**src/rtl/tpi_port_core.sv**
```systemverilog
`default_nettype none
// ============================================================================
// Module   : tpi_port_core
// Brief    : 6523-style triple GPIO port with direction registers, latched
//            edge interrupts on PC[4:0]/CA, prioritised AIR and CB handshake.
//            Optional macro TPI_DDR_READBACK_MASK_EN masks DDR readback to
//            the implemented port width.
// Revision : 1.0
// ============================================================================
module tpi_port_core #(
    parameter int PA_W        = 8,
    parameter int PB_W        = 8,
    parameter int PC_W        = 8,
    parameter int SYNC_STAGES = 2
) (
    input  logic            phi2,
    input  logic            reset,
    input  logic            cs,
    input  logic            we,
    input  logic [2:0]      rs,
    input  logic [7:0]      wdata,
    output logic [7:0]      rdata,
    output logic            rdata_oe,
    input  logic [PA_W-1:0] pa_in,
    output logic [PA_W-1:0] pa_out,
    output logic [PA_W-1:0] pa_oe,
    input  logic [PB_W-1:0] pb_in,
    output logic [PB_W-1:0] pb_out,
    output logic [PB_W-1:0] pb_oe,
    input  logic [PC_W-1:0] pc_in,
    output logic [PC_W-1:0] pc_out,
    output logic [PC_W-1:0] pc_oe,
    output logic            irq
);

    localparam logic [2:0] c_RS_PRA  = 3'd0;
    localparam logic [2:0] c_RS_PRB  = 3'd1;
    localparam logic [2:0] c_RS_PRC  = 3'd2;
    localparam logic [2:0] c_RS_DDRA = 3'd3;
    localparam logic [2:0] c_RS_DDRB = 3'd4;
    localparam logic [2:0] c_RS_DDRC = 3'd5;
    localparam logic [2:0] c_RS_CR   = 3'd6;
    localparam logic [2:0] c_RS_AIR  = 3'd7;

    localparam logic [7:0] c_PA_MASK = 8'((16'd1 << PA_W) - 16'd1);
    localparam logic [7:0] c_PB_MASK = 8'((16'd1 << PB_W) - 16'd1);
    localparam logic [7:0] c_PC_MASK = 8'((16'd1 << PC_W) - 16'd1);
    localparam logic       c_MC_OK   = (PC_W == 8);

    logic [7:0]      r_pra, r_prb, r_prc;
    logic [7:0]      r_ddra, r_ddrb, r_ddrc;
    logic [7:0]      r_cr;
    logic [5:0]      r_latch;
    logic [4:0]      r_pcl_prev;
    logic            r_ca_prev;
    logic            r_cb;
    logic            r_irq;
    logic [PA_W-1:0] r_pa_sync [SYNC_STAGES];
    logic [PB_W-1:0] r_pb_sync [SYNC_STAGES];
    logic [PC_W-1:0] r_pc_sync [SYNC_STAGES];

    logic [7:0] w_pa_s, w_pb_s, w_pc_s;
    logic [7:0] w_cr_wdata;
    logic       w_wr, w_mc, w_mc_clr, w_air_wr, w_pra_acc, w_ca_edge;
    logic [4:0] w_pcl_fall;
    logic [5:0] w_set, w_pend, w_air, w_air_clr;
    logic [7:0] w_pra_rd, w_prb_rd, w_prc_rd, w_prc_gpio;
    logic [7:0] w_ddra_rd, w_ddrb_rd, w_ddrc_rd;
    logic [7:0] w_pc_out8, w_pc_oe8;

    assign w_wr       = cs & we;
    assign w_mc       = r_cr[7];
    assign w_pra_acc  = cs & (rs == c_RS_PRA);
    assign w_air_wr   = w_wr & (rs == c_RS_AIR);
    assign w_cr_wdata = {wdata[7] & c_MC_OK, wdata[6:0]};
    assign w_mc_clr   = w_wr & (rs == c_RS_CR) & ~w_cr_wdata[7];
    assign rdata_oe   = cs & ~we;

    // Input synchronisers; the last stage is the architecturally visible pin value
    always_ff @(posedge phi2) begin
        if (reset) begin
            for (int i = 0; i < SYNC_STAGES; i++) begin
                r_pa_sync[i] <= '0;
                r_pb_sync[i] <= '0;
                r_pc_sync[i] <= '0;
            end
        end else begin
            r_pa_sync[0] <= pa_in;
            r_pb_sync[0] <= pb_in;
            r_pc_sync[0] <= pc_in;
            for (int i = 1; i < SYNC_STAGES; i++) begin
                r_pa_sync[i] <= r_pa_sync[i-1];
                r_pb_sync[i] <= r_pb_sync[i-1];
                r_pc_sync[i] <= r_pc_sync[i-1];
            end
        end
    end

    always_comb begin
        w_pa_s = '0;
        w_pb_s = '0;
        w_pc_s = '0;
        w_pa_s[PA_W-1:0] = r_pa_sync[SYNC_STAGES-1];
        w_pb_s[PB_W-1:0] = r_pb_sync[SYNC_STAGES-1];
        w_pc_s[PC_W-1:0] = r_pc_sync[SYNC_STAGES-1];
    end

    always_ff @(posedge phi2) begin
        if (reset) begin
            r_pra  <= '0;
            r_prb  <= '0;
            r_prc  <= '0;
            r_ddra <= '0;
            r_ddrb <= '0;
            r_ddrc <= '0;
            r_cr   <= '0;
        end else if (w_wr) begin
            case (rs)
                c_RS_PRA:  r_pra  <= wdata;
                c_RS_PRB:  r_prb  <= wdata;
                c_RS_PRC:  r_prc  <= wdata;
                c_RS_DDRA: r_ddra <= wdata;
                c_RS_DDRB: r_ddrb <= wdata;
                c_RS_DDRC: r_ddrc <= wdata;
                c_RS_CR:   r_cr   <= w_cr_wdata;
                default:   ;
            endcase
        end
    end

    // Edge detection against the previous synchronised sample
    assign w_pcl_fall = r_pcl_prev & ~w_pc_s[4:0];
    assign w_ca_edge  = r_cr[1] ? (~r_ca_prev & w_pc_s[6]) : (r_ca_prev & ~w_pc_s[6]);
    assign w_set      = {w_ca_edge, w_pcl_fall};
    assign w_pend     = r_latch & {r_cr[0], r_ddrc[4:0]};

    always_comb begin
        w_air = '0;
        for (int i = 0; i < 6; i++) begin
            if (w_pend[i]) begin
                w_air    = '0;
                w_air[i] = 1'b1;
            end
        end
    end

    assign w_air_clr = w_air_wr ? w_air : 6'd0;

    always_ff @(posedge phi2) begin
        if (reset) begin
            r_pcl_prev <= '0;
            r_ca_prev  <= 1'b0;
            r_latch    <= '0;
            r_irq      <= 1'b0;
            r_cb       <= 1'b1;
        end else begin
            r_pcl_prev <= w_pc_s[4:0];
            r_ca_prev  <= w_pc_s[6];
            r_cb       <= ~w_pra_acc;
            if (!w_mc || w_mc_clr) begin
                r_latch <= '0;
            end else begin
                // A fresh edge wins over the acknowledge of the same bit
                r_latch <= (r_latch & ~w_air_clr) | w_set;
            end
            r_irq <= w_mc_clr ? 1'b0 : (w_mc & (|w_air));
        end
    end

    assign irq = r_irq;

    assign w_pra_rd   = ((r_ddra & r_pra) | (~r_ddra & w_pa_s)) & c_PA_MASK;
    assign w_prb_rd   = ((r_ddrb & r_prb) | (~r_ddrb & w_pb_s)) & c_PB_MASK;
    assign w_prc_gpio = ((r_ddrc & r_prc) | (~r_ddrc & w_pc_s)) & c_PC_MASK;
    assign w_prc_rd   = w_mc ? {w_pc_s[7], 1'b0, r_latch} : w_prc_gpio;

`ifdef TPI_DDR_READBACK_MASK_EN
    assign w_ddra_rd = r_ddra & c_PA_MASK;
    assign w_ddrb_rd = r_ddrb & c_PB_MASK;
    assign w_ddrc_rd = r_ddrc & c_PC_MASK;
`else
    assign w_ddra_rd = r_ddra;
    assign w_ddrb_rd = r_ddrb;
    assign w_ddrc_rd = r_ddrc;
`endif

    always_comb begin
        rdata = '0;
        case (rs)
            c_RS_PRA:  rdata = w_pra_rd;
            c_RS_PRB:  rdata = w_prb_rd;
            c_RS_PRC:  rdata = w_prc_rd;
            c_RS_DDRA: rdata = w_ddra_rd;
            c_RS_DDRB: rdata = w_ddrb_rd;
            c_RS_DDRC: rdata = w_ddrc_rd;
            c_RS_CR:   rdata = r_cr;
            c_RS_AIR:  rdata = {2'b00, w_air};
            default:   rdata = '0;
        endcase
    end

    // Interrupt mode turns PC[4:0] into inputs and PC7 into the CB output
    always_comb begin
        w_pc_out8 = r_prc;
        w_pc_oe8  = r_ddrc;
        if (w_mc) begin
            w_pc_oe8[4:0] = 5'd0;
            w_pc_oe8[7]   = 1'b1;
            w_pc_out8[7]  = r_cr[5] ? r_cb : r_cr[4];
        end
    end

    assign pa_out = r_pra[PA_W-1:0];
    assign pa_oe  = r_ddra[PA_W-1:0];
    assign pb_out = r_prb[PB_W-1:0];
    assign pb_oe  = r_ddrb[PB_W-1:0];
    assign pc_out = w_pc_out8[PC_W-1:0];
    assign pc_oe  = w_pc_oe8[PC_W-1:0];

endmodule
`default_nettype wire

```
**config.mk**
```make
export PLATFORM = sky130hd
export DESIGN_NAME = tpi_port_core
export DESIGN_NICKNAME = d
export VERILOG_FILES = /design/src/rtl/tpi_port_core.sv
export SDC_FILE = /design/constraint.sdc
export NUM_CORES = 1
export LEC_CHECK = 0
export ABC_CLOCK_PERIOD_IN_PS = 3400
export BUFFER_PORTS_ARGS = -buffer_cell sky130_fd_sc_hd__buf_2
export CAP_MARGIN = 15
export CORE_MARGIN = 2
export CORE_UTILIZATION = 35
export DETAILED_ROUTE_END_ITERATION = 8
export SLEW_MARGIN = 25
export SYNTH_ARGS = -nofsm -noshare
export SYNTH_HDL_FRONTEND = slang
export SYNTH_SLANG_ARGS = --single-unit
export TNS_END_PERCENT = 10
```
**constraint.sdc**
```tcl
create_clock -name phi2 -period 3.4 [get_ports phi2]
set_input_delay 0.34 -clock phi2 [delete_from_list [all_inputs] [get_ports phi2]]
set_output_delay 0.34 -clock phi2 [all_outputs]
set_load 0.05 [all_outputs]
```
==> results.py <==
metrics = {
    "place": {
        "dp_hpwl_um": 9770,
        "gp_congestion": 0.869,
        "place_ws_ns": 0.693,
        "port_buffers": 96,
    },
    "sta": {
        "setup_viol": 0,
        "post-route-min-period_ns": 2.82,
        "setup_slack_ns": 0.584,
        "finalClockSkew_ns": 0.00546,
        "rsz0062_at_grt": "false",
        "max_slew_margin_pct": 48.6,
        "drv_slew": 0,
        "fmax_mhz": 355,
        "tns_ns": 0,
        "hold_slack_ns": 0.132,
        "min_period_over_period_pct": 82.8,
        "finalHoldViolCount": 0,
        "tightestPinTransition_ns": 0.772,
    },
    "floorplan": {
        "fp.dieH_um": 123,
        "dieArea_um2": 15100,
        "row_count": 43,
        "fp.coreArea_um2": 13800,
        "die_x_um": 123,
        "pin_count": 97,
        "start_util_pct": 35.7,
    },
    "hold_path": {
        "whs_endpoint": "r_pa_sync[0][6]$_SDFF_PP0_",
        "hold_path.class": "input pin to flip-flop",
        "worstHoldPathCells": 2,
        "hold_start": "pa_in[6]",
    },
    "critical_path": {
        "crit_fanout": 8,
        "r2r-start": "r_cr[7]$_SDFFE_PP0P_",
        "reg2regPathDepth": 4,
        "end_kind": "output pin",
        "worst_ep_required_time_ns": 3.06,
        "path_cells": "a222oi_1 > nand2_1 > or3_1 > a32oi_1 > buf_2",
        "critPathKind": "flip-flop to output pin",
        "start_kind": "flip-flop",
        "crit_buf_inv": 1,
        "crit_family": "compound AO/OA/AOI/OAI gates",
        "path_depth": 5,
        "cp_slowest_cell": "a222oi_1",
        "max_stage_delay_ns": 0.43,
        "arrival_ns": 2.48,
        "r2r_slack_ns": 1.75,
        "worstReg2RegEnd": "irq$_SDFF_PP0_",
    },
    "logic_synthesis": {
        "yosys_warnings": 0,
        "syn-num-nets": 556,
        "yosysTopAreaCellShare_pct": 47.8,
        "synthTopCellsByArea": "dfxtp_1, mux2i_1, nor2b_1, nor2_1, nand2_1",
        "ys_types": 45,
        "synth_cells": 517,
        "synthTopCellsByCount": "dfxtp_1, mux2i_1, nor2b_1, nor2_1, nand2_1",
        "synth_edf_count": 0,
        "postSynthAreaPerCell_um2": 9.55,
        "ys_ff_latch": 118,
        "ys_seq_area_share_pct": 47.8,
        "synth_most_common_cell": "dfxtp_1",
        "yosys.area.top_type": "dfxtp_1",
        "synthArstFlopShare_pct": 0,
        "yosys_most_used_dff": "dfxtp_1",
        "syn_area_um2": 4940,
    },
    "detailed_routing": {
        "vias": 3999,
        "post_drt_via_cell_ratio": 5.05,
        "post_drt_wl_per_cell_um": 17.5,
        "first_iter_violations": 276,
        "dr.pass1.iters": 6,
        "drc_errors": 0,
        "ant_nets": 0,
        "finalWirelength_um": 13900,
    },
    "layout": {
        "num_antenna_cells": 0,
        "finalNetCount": 639,
        "fin_util_pct": 43.4,
        "final_layout_size_suffix_gt1_share_pct": 23.9,
        "n_fill_cell": 1340,
        "syn2layout_area_growth_pct": 21.5,
    },
    "clock_tree": {
        "clockRootBuffer": "clkbuf_16",
        "clkLatencyLatePin_ns": 0.41,
        "clk_pin_slew_ns": 0.06,
        "ctsHoldBuffers": 0,
        "cts_made_buffers": 17,
        "post_cts_resized": 0,
        "cts_setup_buffers": 0,
        "cts.sinks": 118,
        "clockBufferDepth": 2,
        "ctsHtreeMaxLevel": 4,
        "cts_tree": "built",
    },
    "flow_run": {
        "cap_violations": 0,
    },
    "power_and_ir_drop": {
        "vdd_ir_drop_max_mv": 0.256,
        "leakage_nw": 2.40,
        "finalPower_mw": 3.36,
        "p_per_area_nw_per_um2": 559,
    },
    "status": {
        "status": "complete, no violations",
    },
    "global_route": {
        "grt_pass1_vias": 3874,
        "grt-ovfl-total": 0,
        "antenna_found_initial": 0,
        "grt_max_degree": 42,
        "track_usage_pct": 19.0,
        "grt_pass1_wl_um": 21300,
    },
}
kinds of logic (layout without fill, tap and decap cells):
logic type / after synthesis / after routing / synth area share [%]
compound gates: 91 / 91 / 11.6
buf+inv: 49 / 144 / 5.95
flops: 118 / 118 / 47.8
mux: 71 / 71 / 14.8
simple gates: 188 / 188 / 19.9
metal layers:
layer  vias up  share of wire, %  GRT usage, %
met1      1857                45          24.7
met4         0               2.5          6.82
met2       175                45          29.4
met3        29               7.0          6.37
met5         -                 0             0
li1       1938                 -             -
sequential cells by signal (all words and copies together), names as in the netlist:
| register | count |
|---|---|
| r_prc | 8 |
| pb_out | 8 |
| r_pb_sync | 16 |
| r_latch | 6 |
| irq | 1 |
| r_ca_prev | 1 |
| r_cb | 1 |
| r_pc_sync | 16 |
| r_ddrc | 8 |
| pa_oe | 8 |
| r_pa_sync | 16 |
| r_pcl_prev | 5 |
| pa_out | 8 |
| r_cr | 8 |
| pb_oe | 8 |
stage by stage:
step,std cells,instance area (µm²)
floorplan,517,4940
global placement,761,5440
detailed placement,761,5440
CTS,792,6000
global route,792,6000
finish,792,6000
cell usage in the layout (no fill, tap or decap), types with 2 or more instances in the layout:
cell type	count
a21o_1	2
a21oi_1	28
a221o_1	2
a221oi_1	3
a22o_1	2
a22oi_1	8
a32oi_1	2
and3_1	3
and3b_1	2
buf_2	95
buf_4	8
clkbuf_16	17
clkinv_4	3
clkinvlp_4	7
dfxtp_1	118
inv_1	10
inv_6	2
mux2_2	5
mux2i_1	65
nand2_1	39
nand2b_1	10
nand3_1	9
nand4_1	2
nor2_1	53
nor2b_1	60
nor3_4	4
o211ai_1	3
o21ai_0	8
o21ai_1	21
o2bb2ai_1	2
o311ai_1	2
o31ai_1	2
or3_1	2
cell type report:
class / instances / area, µm² / share of cell area, %
Tap cell: 180 / 225 / 3.75
Multi-Input combinational cell: 350 / 2280 / 38.1
Sequential cell: 118 / 2360 / 39.4
Timing Repair Buffer: 103 / 536 / 8.92
Clock inverter: 14 / 131 / 2.19
Inverter: 10 / 37.5 / 0.626
Clock buffer: 17 / 425 / 7.09
power by group:
group / total, mW / internal [mW] / switching (mW)
Sequential: 1.44 / 1.42 / 0.0188
Clock: 1.66 / 1.00 / 0.662
Combinational: 0.252 / 0.0798 / 0.173
worst max-delay path by stage:
stage,startpoint,endpoint,slack [ns]
floorplan,r_ddrc[4]$_SDFFE_PP0P_,rdata[1],0.83
global placement,rs[1],rdata[1],0.72
detailed placement,rs[1],rdata[1],0.69
CTS,r_ddrc[4]$_SDFFE_PP0P_,rdata[1],0.62
global route,r_ddrc[4]$_SDFFE_PP0P_,rdata[0],0.53
finish,r_ddrc[4]$_SDFFE_PP0P_,rdata[1],0.58
Power figures use the tool's default switching activity.
